`src/rtl/bpu_resolve_pkg.sv`:
```
// Shared types for the branch-resolution block: prediction entry layout,
// recovery FSM encoding and a saturating counter helper.
package bpu_resolve_pkg;

    localparam int XLEN      = 32;
    localparam int DEF_DEPTH = 4;

    typedef enum logic {
        ST_RUN     = 1'b0,
        ST_RECOVER = 1'b1
    } state_t;

    typedef struct packed {
        logic [XLEN-1:0] pc;
        logic            taken;
        logic [XLEN-1:0] target;
    } pred_entry_t;

    localparam int ENTRY_W = $bits(pred_entry_t);

    function automatic logic [31:0] sat_inc(input logic [31:0] value);
        return (value == 32'hFFFF_FFFF) ? value : value + 32'd1;
    endfunction

endpackage

```
`src/rtl/bpu_resolve_if.sv`:
```
// Fetch/Execute-facing bundle of the branch-resolution block. The slave
// modport is the resolver itself; the master side is the surrounding pipeline.
interface bpu_resolve_if;
    import bpu_resolve_pkg::*;

    logic            stall;
    logic            flush;
    logic            if_valid;
    logic [XLEN-1:0] if_pc;
    logic            bp_hit;
    logic            bp_taken;
    logic [XLEN-1:0] bp_target;
    logic            exe_valid;
    logic [XLEN-1:0] exe_pc;
    logic            exe_is_branch;
    logic            exe_taken;
    logic [XLEN-1:0] exe_target;
    logic            q_full;
    logic            mispredict;
    logic [XLEN-1:0] redirect_pc;
    logic            upd_valid;
    logic [XLEN-1:0] upd_pc;
    logic            upd_taken;
    logic [XLEN-1:0] upd_target;
    logic            sync_err;
    logic [31:0]     hit_cnt;
    logic [31:0]     miss_cnt;

    modport master (
        output stall, flush, if_valid, if_pc, bp_hit, bp_taken, bp_target,
               exe_valid, exe_pc, exe_is_branch, exe_taken, exe_target,
        input  q_full, mispredict, redirect_pc, upd_valid, upd_pc, upd_taken,
               upd_target, sync_err, hit_cnt, miss_cnt
    );

    modport slave (
        input  stall, flush, if_valid, if_pc, bp_hit, bp_taken, bp_target,
               exe_valid, exe_pc, exe_is_branch, exe_taken, exe_target,
        output q_full, mispredict, redirect_pc, upd_valid, upd_pc, upd_taken,
               upd_target, sync_err, hit_cnt, miss_cnt
    );

endinterface

```
`src/rtl/bpu_resolve_pred_queue.sv`:
```
// In-flight prediction FIFO: head entry is readable combinationally so the
// resolver can compare in the same cycle the instruction leaves Execute.
module bpu_resolve_pred_queue #(
    parameter int DEPTH = 4,
    parameter int W     = 8,
    parameter int AW    = $clog2(DEPTH),
    parameter int CW    = $clog2(DEPTH) + 1
) (
    input  logic          clk,
    input  logic          rst_n,
    input  logic          push,
    input  logic          pop,
    input  logic          clear,
    input  logic [W-1:0]  wdata,
    output logic [W-1:0]  rdata,
    output logic          full,
    output logic          empty,
    output logic [CW-1:0] count
);

    logic [W-1:0]  mem [DEPTH];
    logic [AW-1:0] rd_reg, wr_reg;
    logic [CW-1:0] count_reg;
    logic          do_push, do_pop;

    assign full    = (count_reg == CW'(DEPTH));
    assign empty   = (count_reg == '0);
    assign count   = count_reg;
    assign rdata   = mem[rd_reg];
    assign do_push = push & ~full & ~clear;
    assign do_pop  = pop & ~empty & ~clear;

    always_ff @(posedge clk or negedge rst_n) begin
        if (!rst_n) begin
            rd_reg    <= '0;
            wr_reg    <= '0;
            count_reg <= '0;
        end else if (clear) begin
            rd_reg    <= '0;
            wr_reg    <= '0;
            count_reg <= '0;
        end else begin
            if (do_push) wr_reg <= wr_reg + AW'(1);
            if (do_pop)  rd_reg <= rd_reg + AW'(1);
            if (do_push && !do_pop)      count_reg <= count_reg + CW'(1);
            else if (do_pop && !do_push) count_reg <= count_reg - CW'(1);
        end
    end

    for (genvar gi = 0; gi < DEPTH; gi++) begin : g_entry
        always_ff @(posedge clk or negedge rst_n) begin
            if (!rst_n)
                mem[gi] <= '0;
            else if (do_push && wr_reg == AW'(gi))
                mem[gi] <= wdata;
        end
    end

endmodule

```
`src/rtl/bpu_resolve.sv`:
```
// Checks Fetch-stage predictions against Execute outcomes; produces the
// redirect, the predictor-training strobe and hit/miss statistics.
module bpu_resolve
    import bpu_resolve_pkg::*;
#(
    parameter int DEPTH = DEF_DEPTH
) (
    input  logic         clk_i,
    input  logic         rst_ni,
    bpu_resolve_if.slave bus
);

    localparam int CW = $clog2(DEPTH) + 1;

    state_t          state_reg, state_next;
    pred_entry_t     head, wentry;
    logic [ENTRY_W-1:0] head_bits;
    logic            q_full_int, q_empty;
    logic [CW-1:0]   q_count;
    logic            pop_req, pred_taken, mismatch, mispredict_now;
    logic            clear, push, pop, sync_hit, upd_now;

    logic            mispredict_reg, upd_valid_reg, upd_taken_reg, sync_err_reg;
    logic [XLEN-1:0] redirect_reg, upd_pc_reg, upd_target_reg;
    logic [31:0]     hit_cnt_reg, miss_cnt_reg;

    // A flush swallows any Execute handshake in the same cycle.
    assign pop_req    = bus.exe_valid & ~bus.stall & ~bus.flush;
    assign head       = pred_entry_t'(head_bits);
    assign pred_taken = ~q_empty & head.taken;

    always_comb begin
        mismatch = 1'b0;
        if (bus.exe_is_branch)
            mismatch = (bus.exe_taken != pred_taken) |
                       (bus.exe_taken & pred_taken & (bus.exe_target != head.target));
        else
            mismatch = pred_taken;
    end

    assign mispredict_now = pop_req & mismatch;
    assign upd_now        = pop_req & bus.exe_is_branch;
    assign clear          = bus.flush | mispredict_now;
    assign pop            = pop_req & ~q_empty;
    assign push           = bus.if_valid & ~bus.stall & ~q_full_int &
                            (state_reg == ST_RUN) & ~clear;
    assign sync_hit       = pop_req & (q_empty | (head.pc != bus.exe_pc));

    assign wentry.pc     = bus.if_pc;
    assign wentry.taken  = bus.bp_hit & bus.bp_taken;
    assign wentry.target = bus.bp_target;

    bpu_resolve_pred_queue #(
        .DEPTH (DEPTH),
        .W     (ENTRY_W)
    ) u_pred_queue (
        .clk   (clk_i),
        .rst_n (rst_ni),
        .push  (push),
        .pop   (pop),
        .clear (clear),
        .wdata (wentry),
        .rdata (head_bits),
        .full  (q_full_int),
        .empty (q_empty),
        .count (q_count)
    );

    always_ff @(posedge clk_i or negedge rst_ni) begin
        if (!rst_ni) state_reg <= ST_RUN;
        else         state_reg <= state_next;
    end

    // RECOVER lasts one unstalled cycle; another flush/mispredict restarts it.
    always_comb begin
        state_next = state_reg;
        if (clear)
            state_next = ST_RECOVER;
        else if (!bus.stall && state_reg == ST_RECOVER)
            state_next = ST_RUN;
    end

    always_ff @(posedge clk_i or negedge rst_ni) begin
        if (!rst_ni) begin
            mispredict_reg <= 1'b0;
            redirect_reg   <= '0;
            upd_valid_reg  <= 1'b0;
            upd_pc_reg     <= '0;
            upd_taken_reg  <= 1'b0;
            upd_target_reg <= '0;
            sync_err_reg   <= 1'b0;
            hit_cnt_reg    <= '0;
            miss_cnt_reg   <= '0;
        end else begin
            mispredict_reg <= mispredict_now;
            upd_valid_reg  <= upd_now;
            if (mispredict_now)
                redirect_reg <= (bus.exe_is_branch & bus.exe_taken) ?
                                bus.exe_target : bus.exe_pc + XLEN'(4);
            if (upd_now) begin
                upd_pc_reg     <= bus.exe_pc;
                upd_taken_reg  <= bus.exe_taken;
                upd_target_reg <= bus.exe_target;
            end
            if (sync_hit)
                sync_err_reg <= 1'b1;
            if (mispredict_now)
                miss_cnt_reg <= sat_inc(miss_cnt_reg);
            else if (upd_now)
                hit_cnt_reg <= sat_inc(hit_cnt_reg);
        end
    end

    assign bus.q_full      = (q_count == CW'(DEPTH));
    assign bus.mispredict  = mispredict_reg;
    assign bus.redirect_pc = redirect_reg;
    assign bus.upd_valid   = upd_valid_reg;
    assign bus.upd_pc      = upd_pc_reg;
    assign bus.upd_taken   = upd_taken_reg;
    assign bus.upd_target  = upd_target_reg;
    assign bus.sync_err    = sync_err_reg;
    assign bus.hit_cnt     = hit_cnt_reg;
    assign bus.miss_cnt    = miss_cnt_reg;

endmodule

```
`src/flat_wrapper.sv`:
```
// flat-port wrapper written by rule: the top's interface ports become plain ports
module bpu_resolve_flat import bpu_resolve_pkg::*;
#(
    parameter int DEPTH = DEF_DEPTH
)
  (clk_i, rst_ni, bus_stall, bus_flush, bus_if_valid, bus_if_pc, bus_bp_hit, bus_bp_taken, bus_bp_target, bus_exe_valid, bus_exe_pc, bus_exe_is_branch, bus_exe_taken, bus_exe_target, bus_q_full, bus_mispredict, bus_redirect_pc, bus_upd_valid, bus_upd_pc, bus_upd_taken, bus_upd_target, bus_sync_err, bus_hit_cnt, bus_miss_cnt);
  bpu_resolve_if bus_i ();
  input  logic clk_i;
  input  logic rst_ni;
  input wire logic [$bits(bus_i.stall)-1:0] bus_stall;
  input wire logic [$bits(bus_i.flush)-1:0] bus_flush;
  input wire logic [$bits(bus_i.if_valid)-1:0] bus_if_valid;
  input wire logic [$bits(bus_i.if_pc)-1:0] bus_if_pc;
  input wire logic [$bits(bus_i.bp_hit)-1:0] bus_bp_hit;
  input wire logic [$bits(bus_i.bp_taken)-1:0] bus_bp_taken;
  input wire logic [$bits(bus_i.bp_target)-1:0] bus_bp_target;
  input wire logic [$bits(bus_i.exe_valid)-1:0] bus_exe_valid;
  input wire logic [$bits(bus_i.exe_pc)-1:0] bus_exe_pc;
  input wire logic [$bits(bus_i.exe_is_branch)-1:0] bus_exe_is_branch;
  input wire logic [$bits(bus_i.exe_taken)-1:0] bus_exe_taken;
  input wire logic [$bits(bus_i.exe_target)-1:0] bus_exe_target;
  output wire logic [$bits(bus_i.q_full)-1:0] bus_q_full;
  output wire logic [$bits(bus_i.mispredict)-1:0] bus_mispredict;
  output wire logic [$bits(bus_i.redirect_pc)-1:0] bus_redirect_pc;
  output wire logic [$bits(bus_i.upd_valid)-1:0] bus_upd_valid;
  output wire logic [$bits(bus_i.upd_pc)-1:0] bus_upd_pc;
  output wire logic [$bits(bus_i.upd_taken)-1:0] bus_upd_taken;
  output wire logic [$bits(bus_i.upd_target)-1:0] bus_upd_target;
  output wire logic [$bits(bus_i.sync_err)-1:0] bus_sync_err;
  output wire logic [$bits(bus_i.hit_cnt)-1:0] bus_hit_cnt;
  output wire logic [$bits(bus_i.miss_cnt)-1:0] bus_miss_cnt;
  assign bus_i.stall = bus_stall;
  assign bus_i.flush = bus_flush;
  assign bus_i.if_valid = bus_if_valid;
  assign bus_i.if_pc = bus_if_pc;
  assign bus_i.bp_hit = bus_bp_hit;
  assign bus_i.bp_taken = bus_bp_taken;
  assign bus_i.bp_target = bus_bp_target;
  assign bus_i.exe_valid = bus_exe_valid;
  assign bus_i.exe_pc = bus_exe_pc;
  assign bus_i.exe_is_branch = bus_exe_is_branch;
  assign bus_i.exe_taken = bus_exe_taken;
  assign bus_i.exe_target = bus_exe_target;
  assign bus_q_full = bus_i.q_full;
  assign bus_mispredict = bus_i.mispredict;
  assign bus_redirect_pc = bus_i.redirect_pc;
  assign bus_upd_valid = bus_i.upd_valid;
  assign bus_upd_pc = bus_i.upd_pc;
  assign bus_upd_taken = bus_i.upd_taken;
  assign bus_upd_target = bus_i.upd_target;
  assign bus_sync_err = bus_i.sync_err;
  assign bus_hit_cnt = bus_i.hit_cnt;
  assign bus_miss_cnt = bus_i.miss_cnt;
  bpu_resolve #(.DEPTH(DEPTH)) u_core (.clk_i(clk_i), .rst_ni(rst_ni), .bus(bus_i));
endmodule
```
`config.mk`:
```
export PLATFORM = sky130hd
export DESIGN_NAME = bpu_resolve_flat
export DESIGN_NICKNAME = d
export VERILOG_FILES = /design/src/rtl/bpu_resolve_pkg.sv /design/src/rtl/bpu_resolve_if.sv /design/src/rtl/bpu_resolve_pred_queue.sv /design/src/rtl/bpu_resolve.sv /design/src/flat_wrapper.sv
export SDC_FILE = /design/constraint.sdc
export NUM_CORES = 1
export LEC_CHECK = 0
export ABC_AREA = 1
export CAP_MARGIN = 20
export CORE_MARGIN = 10
export CORE_UTILIZATION = 60
export DETAILED_ROUTE_END_ITERATION = 10
export GPL_ROUTABILITY_DRIVEN = 0
export PLACE_DENSITY_LB_ADDON = 0.1
export SLEW_MARGIN = 20
export SYNTH_ARGS = -nofsm -noshare
export SYNTH_HDL_FRONTEND = slang
export SYNTH_SLANG_ARGS = --single-unit
```
`constraint.sdc`:
```
create_clock -name clk_i -period 6.78 [get_ports clk_i]
set_input_delay 1.356 -clock clk_i [delete_from_list [all_inputs] [get_ports clk_i]]
set_output_delay 1.356 -clock clk_i [all_outputs]
set_load 0.01 [all_outputs]
```
# After elaboration in Yosys (flattened, before gate mapping)
# Index checks and enable logic that the tools add are counted.
[totals]
input_bits = 138
elab_cells = 98
register_bits = 432
output_inout_bits = 165
[op_classes]
magnitude_cmp = 1
muxes = 14
n_reduce_logical = 18
addsub = 7
eq_ne = 9
bitwise_logic = 32
[ops]
columns = ["op", "n"]
rows = [
  ["$bmux W65 S2", 1],
  ["$mux W65", 2],
  ["$add A32 B1 Y32 const B", 2],
  ["$eq A32 B32 Y1 const B", 2],
  ["$ne A32 B32 Y1", 2],
  ["$add A32 B3 Y32 const B", 1],
  ["$mux W32", 1],
  ["$and A1 B1 Y1", 19],
  ["$mux W3", 3],
  ["$not A1 Y1", 9],
  ["$mux W2", 4],
  ["$logic_and A1 B1 Y1", 7],
  ["$reduce_bool A2 Y1", 3],
  ["$add A2 B1 Y2 const B", 2],
  ["$eq A2 B2 Y1 const B", 2],
  ["$add A3 B1 Y3 const B", 1],
  ["$eq A3 B3 Y1 const B", 1],
  ["$ge A3 B3 Y1 const B", 1],
  ["$logic_not A1 Y1", 3],
  ["$logic_not A3 Y1", 1],
  ["$mux W1", 3],
  ["$not A2 Y3", 1],
  ["$or A1 B1 Y1", 3],
  ["$reduce_and A3 Y1", 1],
  ["6 further kinds", 6],
]

# Depth between registers and ports, before layout
[logic_depth]
ltp_word = 20
depth_mapped = 26
ltp_nobuf = 23

# Modules after synthesis
# Synthesis repeated with hierarchy kept, for this count alone.
[unflattened]
hier_cells = 2709
area_unflattened_um2 = 22191.3
[by_module_without_submodules]
columns = ["module", "area_per_inst_um2", "seq_area_each_um2", "instances", "cells_per_inst"]
rows = [
  ["bpu_resolve_pred_queue", 12071.6, 6681.4, 1, 1334],
  ["bpu_resolve", 10119.7, 4129.0, 1, 1375],
]

# Worst setup path after synthesis
# OpenSTA, ideal clock, no wires.
[synth_timing]
path_type = "input-to-reg"
start = "in bus_flush"
end = "reg u_core.u_pred_queue.count_reg[2] (netlist: u_core.u_pred_queue.count[2])"
required_time_ns = 6.707
slack_ns = 3.111
path_buffers = 0
setup_time_ns = 0.073
cell_stages = 14
arrival_time_ns = 3.596
cell_sequence = "inv_1 nand3_1 nor2_1 inv_1 o21ai_1 nand2_2 nand2_1 nor2_1 ha_1 fa_1 a21oi_1 o21ai_0 xor2_1 nor2_1"
[synth_via]
elab_chain_cells = 11
word_cells_on_any_way = 18
classes_between = "mux: 2; bitwise: 11; reduce/logical: 5"
[synth_rtl]
columns = ["element", "line_no", "source"]
rows = [
  ["start, declared", "flat_wrapper.sv:11", "input wire logic [$bits(bus_i.flush)-1:0] bus_flush;"],
  ["$not A1 Y1", "bpu_resolve.sv:28", "assign pop_req = bus.exe_valid & ~bus.stall & ~bus.flush;"],
  ["$and A1 B1 Y1", "bpu_resolve.sv:28", ""],
  ["$and A1 B1 Y1", "bpu_resolve.sv:41", "assign mispredict_now = pop_req & mismatch;"],
  ["$or A1 B1 Y1", "bpu_resolve.sv:43", "assign clear = bus.flush | mispredict_now;"],
  ["$not A1 Y1", "bpu_resolve_pred_queue.sv:30, bpu_resolve_pred_queue.sv:31, bpu_resolve.sv:46", ""],
  ["$and A1 B1 Y1", "bpu_resolve.sv:46", "(state_reg == ST_RUN) & ~clear;"],
  ["$and A1 B1 Y1 (2 in a row)", "bpu_resolve_pred_queue.sv:30", "assign do_push = push & ~full & ~clear;"],
  ["$logic_and A1 B1 Y1 or $logic_not A1 Y1 (tied branches)", "bpu_resolve_pred_queue.sv:45, bpu_resolve_pred_queue.sv:46", ""],
  ["$mux W3 or $logic_and A1 B1 Y1 (tied branches)", "bpu_resolve_pred_queue.sv:45, bpu_resolve_pred_queue.sv:46", ""],
  ["$mux W3 or $reduce_bool A3 Y1 (tied branches)", "-", ""],
  ["end signal, assigned", "bpu_resolve_pred_queue.sv:45", "if (do_push && !do_pop) count_reg <= count_reg + CW'(1);"],
  ["end signal, assigned", "bpu_resolve_pred_queue.sv:46", "else if (do_pop && !do_push) count_reg <= count_reg - CW'(1);"],
  ["end, declared", "bpu_resolve_pred_queue.sv:23", "logic [CW-1:0] count_reg;"],
]
# Parallel ways exist; a longest one is shown, timed or not.
# A chain may end at the register's enable or synchronous reset.

# Final worst setup path
[layout_timing]
start = "reg u_core.u_pred_queue.rd_reg[0]"
end = "reg u_core.u_pred_queue.mem[250] in the netlist's numbering"
[layout_via]
elab_chain_cells = 16
word_cells_on_any_way = 18
classes_between = "eq/ne: 2; mux: 4; bitwise: 11; reduce/logical: 1"
[layout_rtl]
columns = ["element", "line_no", "source"]
rows = [
  ["start, declared", "bpu_resolve_pred_queue.sv:22", "logic [AW-1:0] rd_reg, wr_reg;"],
  ["start signal, assigned", "bpu_resolve_pred_queue.sv:44", "if (do_pop) rd_reg <= rd_reg + AW'(1);"],
  ["$not A2 Y3 (implied by the code) (*)", "bpu_resolve_pred_queue.sv:29", "assign rdata = mem[rd_reg];"],
  ["$bmux W65 S2 (*)", "bpu_resolve_pred_queue.sv:29", ""],
  ["$mux W65 (implied by the code) (*) (2 in a row)", "bpu_resolve_pred_queue.sv:29", ""],
  ["branches (longest 4 deep; another with $ne A32 B32 Y1)", "-", ""],
  ["$mux W1 (*)", "bpu_resolve.sv:34", "if (bus.exe_is_branch)"],
  ["$and A1 B1 Y1 (*)", "bpu_resolve.sv:41", ""],
  ["$or A1 B1 Y1 (*)", "bpu_resolve.sv:43", ""],
  ["$not A1 Y1 (*)", "bpu_resolve_pred_queue.sv:30, bpu_resolve.sv:46", ""],
  ["$and A1 B1 Y1", "bpu_resolve.sv:46", ""],
  ["$and A1 B1 Y1", "bpu_resolve_pred_queue.sv:30", ""],
  ["$and A1 B1 Y1 (*)", "bpu_resolve_pred_queue.sv:30", ""],
  ["$logic_and A1 B1 Y1 (*)", "bpu_resolve_pred_queue.sv:54", "else if (do_push && wr_reg == AW'(gi))"],
  ["end signal, assigned by index", "bpu_resolve_pred_queue.sv:55", "mem[gi] <= wdata;"],
  ["end, declared", "bpu_resolve_pred_queue.sv:21", "logic [W-1:0] mem [DEPTH];"],
]
# Every way passes the cells marked *. The select of a mux whose other input is x is not followed.

==> flow_metrics.py <==
metrics = {
    "sta": {
        "setup_viol": 0,
        "slew_violations": 0,
        "hold_viol": 0,
        "rsz0062_at_grt": "false",
        "worst_pin_slew_ps": 1107,
        "slew-limit-headroom_pct": 26.17,
        "clock_skew_ps": 22.62,
        "fmax_mhz": 202.5,
        "fin_crit_ps": 4938,
        "layout_setup_ws_ps": 1842,
        "fin_tns_setup_ps": 0,
        "post-route-period-util_pct": 72.83,
    },
    "placed_design": {
        "dp_slack_ps": 2003,
        "dpl_cell_area_mm2": 0.02549,
        "io_buffers": 302,
        "dp_hpwl_um": 54170,
    },
    "grt": {
        "grt_use_met1_pct": 48.31,
        "grt.busiest_layer": "met2",
        "grt_pass1_vias": 21240,
        "grt_pass1_wl_um": 124300,
        "overflow": 0,
        "met2_usage_pct": 51.77,
        "met3_usage_pct": 9.370,
        "antenna_found_initial": 5,
        "grt_util_all_layers_pct": 34.93,
        "grt_max_degree": 156,
    },
    "yosys": {
        "seq_area_frac_synth_pct": 48.21,
        "synth.distinct_cells": 33,
        "synth_edf_count": 0,
        "synth.area.top_cells": "dfrtp_1 48%, nand2_1 20%, nand4_1 8.0%",
        "syn_area_per_cell_um2": 7.570,
        "synth_flop_cell": "dfrtp_1",
        "netlist_area_mm2": 0.02242,
        "async_flop_share_pct": 100.0,
        "syn_inst": 2962,
        "yosys.area.top_type": "dfrtp_1",
        "syn_nets": 3110,
        "ys_seq_elements": 432,
        "synth.yosys.warnings": 0,
        "synth.top_cell.area_share_pct": 48.21,
    },
    "layout": {
        "nNetsFinal": 3292,
        "drive_above_1_share_pct": 3.682,
        "final_area_mm2": 0.02701,
        "top_register": "u_core.u_pred_queue.mem",
        "largest_reg_flops": 260,
        "area_growth_pct": 20.44,
        "final_common_cell": "nand2_1",
        "fin_util_pct": 73.59,
        "layout_common_cells": "1205 x nand2_1, 430 x dfrtp_1, 301 x clkdlybuf4s50_1",
    },
    "power": {
        "design_power_total_mw": 7.090,
        "vdd_drop_max_v": 0.0001754,
        "powerDensity_mw_per_mm2": 262.5,
        "p_leak_nw": 13.30,
    },
    "clock_tree": {
        "cts-root-buf": "clkbuf_16",
        "cts_sinks": 432,
        "post-cts-setup-buffers": 0,
        "cts_max_level": 2,
        "cts_resized": 0,
        "clk_pin_slew_ps": 60,
        "cts_buffers": 46,
        "cts_tree": "done",
        "clk_latency_ps": 570,
        "hold_buffers": 0,
        "cts.path.max_buffers": 3,
    },
    "worst_setup_path": {
        "crit_chain": "clkinv_2 > nand2_1 > nand3_1 > nand2_1 > nand2_1 > nand2_1 > nand2_1 > nor2_1 > nand2_1 > nor2_1 > nand2_1 > nand2_1 > nand2_2 > nand2_2 > buf_4 > nand4_1 > buf_4 > nand2_1 > nand2_1",
        "slowest_delay_ps": 1030,
        "crit_top_cell": "nand2_1",
        "reg2regPathDepth": 19,
        "cp.required_ps": 7210,
        "start_kind": "flip-flop",
        "crit_slowest_cell": "clkinv_2",
        "criticalPathCategory": "reg2reg",
        "endpoint_kind": "flip-flop",
        "worstPathArrival_ps": 5370,
        "path_max_fanout": 68,
    },
    "drt": {
        "vias": 22950,
        "totalWireLength_um": 81590,
        "wire_per_inst_um": 22.33,
        "drc": 0,
        "firstDrtPassIters": 7,
        "vias_per_cell": 6.281,
        "ant_nets": 0,
        "drt_iter0_drc": 3425,
    },
    "floorplanning": {
        "initial_core_util_pct": 61.10,
        "rows": 70,
        "die_area_mm2": 0.04550,
        "chipHeight_um": 213.3,
        "die_x_um": 213.3,
        "io_pins": 303,
        "core_area_mm2": 0.03670,
    },
    "job": {
        "max-cap-violations": 0,
    },
    "hold_path": {
        "hold_path_class": "reg2reg",
        "min_path_cells": 2,
    },
    "run_status": {
        "status": "completed",
    },
}
[per-stage QoR]
stage          instances  hold slack, ps
5_1_grt             3650           489.2
3_5_place_dp        3564           450.0
3_3_place_gp        3564           450.4
2_1_floorplan       2962           444.2
4_1_cts             3646           463.7
6_report            3653           466.2
[final cells by class]
class / count / area [um2]
Antenna cell: 7 / 17.52
Clock buffer: 71 / 1376
Clock inverter: 11 / 113.9
Fill cell: 2790 / 9692
Inverter: 123 / 471.7
Multi-Input combinational cell: 2212 / 10350
Sequential cell: 432 / 10820
Tap cell: 468 / 585.6
Timing Repair Buffer: 329 / 3276
[cells in the mapped netlist (all sizes together) (19+ instances only)]
cell type	number
nor3	40
nor2	168
dfrtp	432
inv	122
clkbuf	106
buf	89
xor2	79
xnor2	19
a21oi	20
o21ai	196
nand2	1207
nand3	126
nand4	287
[per-layer routing]
metal,up-vias,wire length [um]
met5,-,13
met4,2,2874
met3,236,11240
met2,1638,35890
met1,10920,31570
li1,10150,-
[logic make-up (layout without fill, tap and decap cells)]
logic type | Yosys count | count (layout) | share of synthesized area [%]
flip-flops | 432 | 432 | 48.21
other | 0 | 7 | 0
XOR/XNOR | 98 | 98 | 3.828
AND/OR/NAND/NOR | 1852 | 1852 | 35.43
adder cells (fa/ha/maj) | 10 | 10 | 0.5915
AO/OA/AOI/OAI | 252 | 252 | 6.088
buffers and inverters | 318 | 534 | 5.853
[where the power goes]
part	switching (mW)	internal [mW]
combinational	0.851	0.627
clock	1.05	1.47
sequential	0.231	2.86
[worst max-delay path: cells and delay by family (launching register included)]
family | cells | cell delay (ps)
simple gates | 16 | 1890
flops | 1 | 920
buf+inv | 3 | 1910
[final timing paths]
kind                       slack (ps)                            to                          start
max                              1840  u_core.u_pred_queue.mem[250]  u_core.u_pred_queue.rd_reg[0]
min in group asynchronous         860        u_core.bus.hit_cnt[18]                         rst_ni
max reg2reg                      1840  u_core.u_pred_queue.mem[250]  u_core.u_pred_queue.rd_reg[0]
max in group asynchronous        4640  u_core.u_pred_queue.mem[212]                         rst_ni
min reg2reg                       470           u_core.bus.sync_err            u_core.bus.sync_err
min                               470           u_core.bus.sync_err            u_core.bus.sync_err
Power figures use the tool's default switching activity.
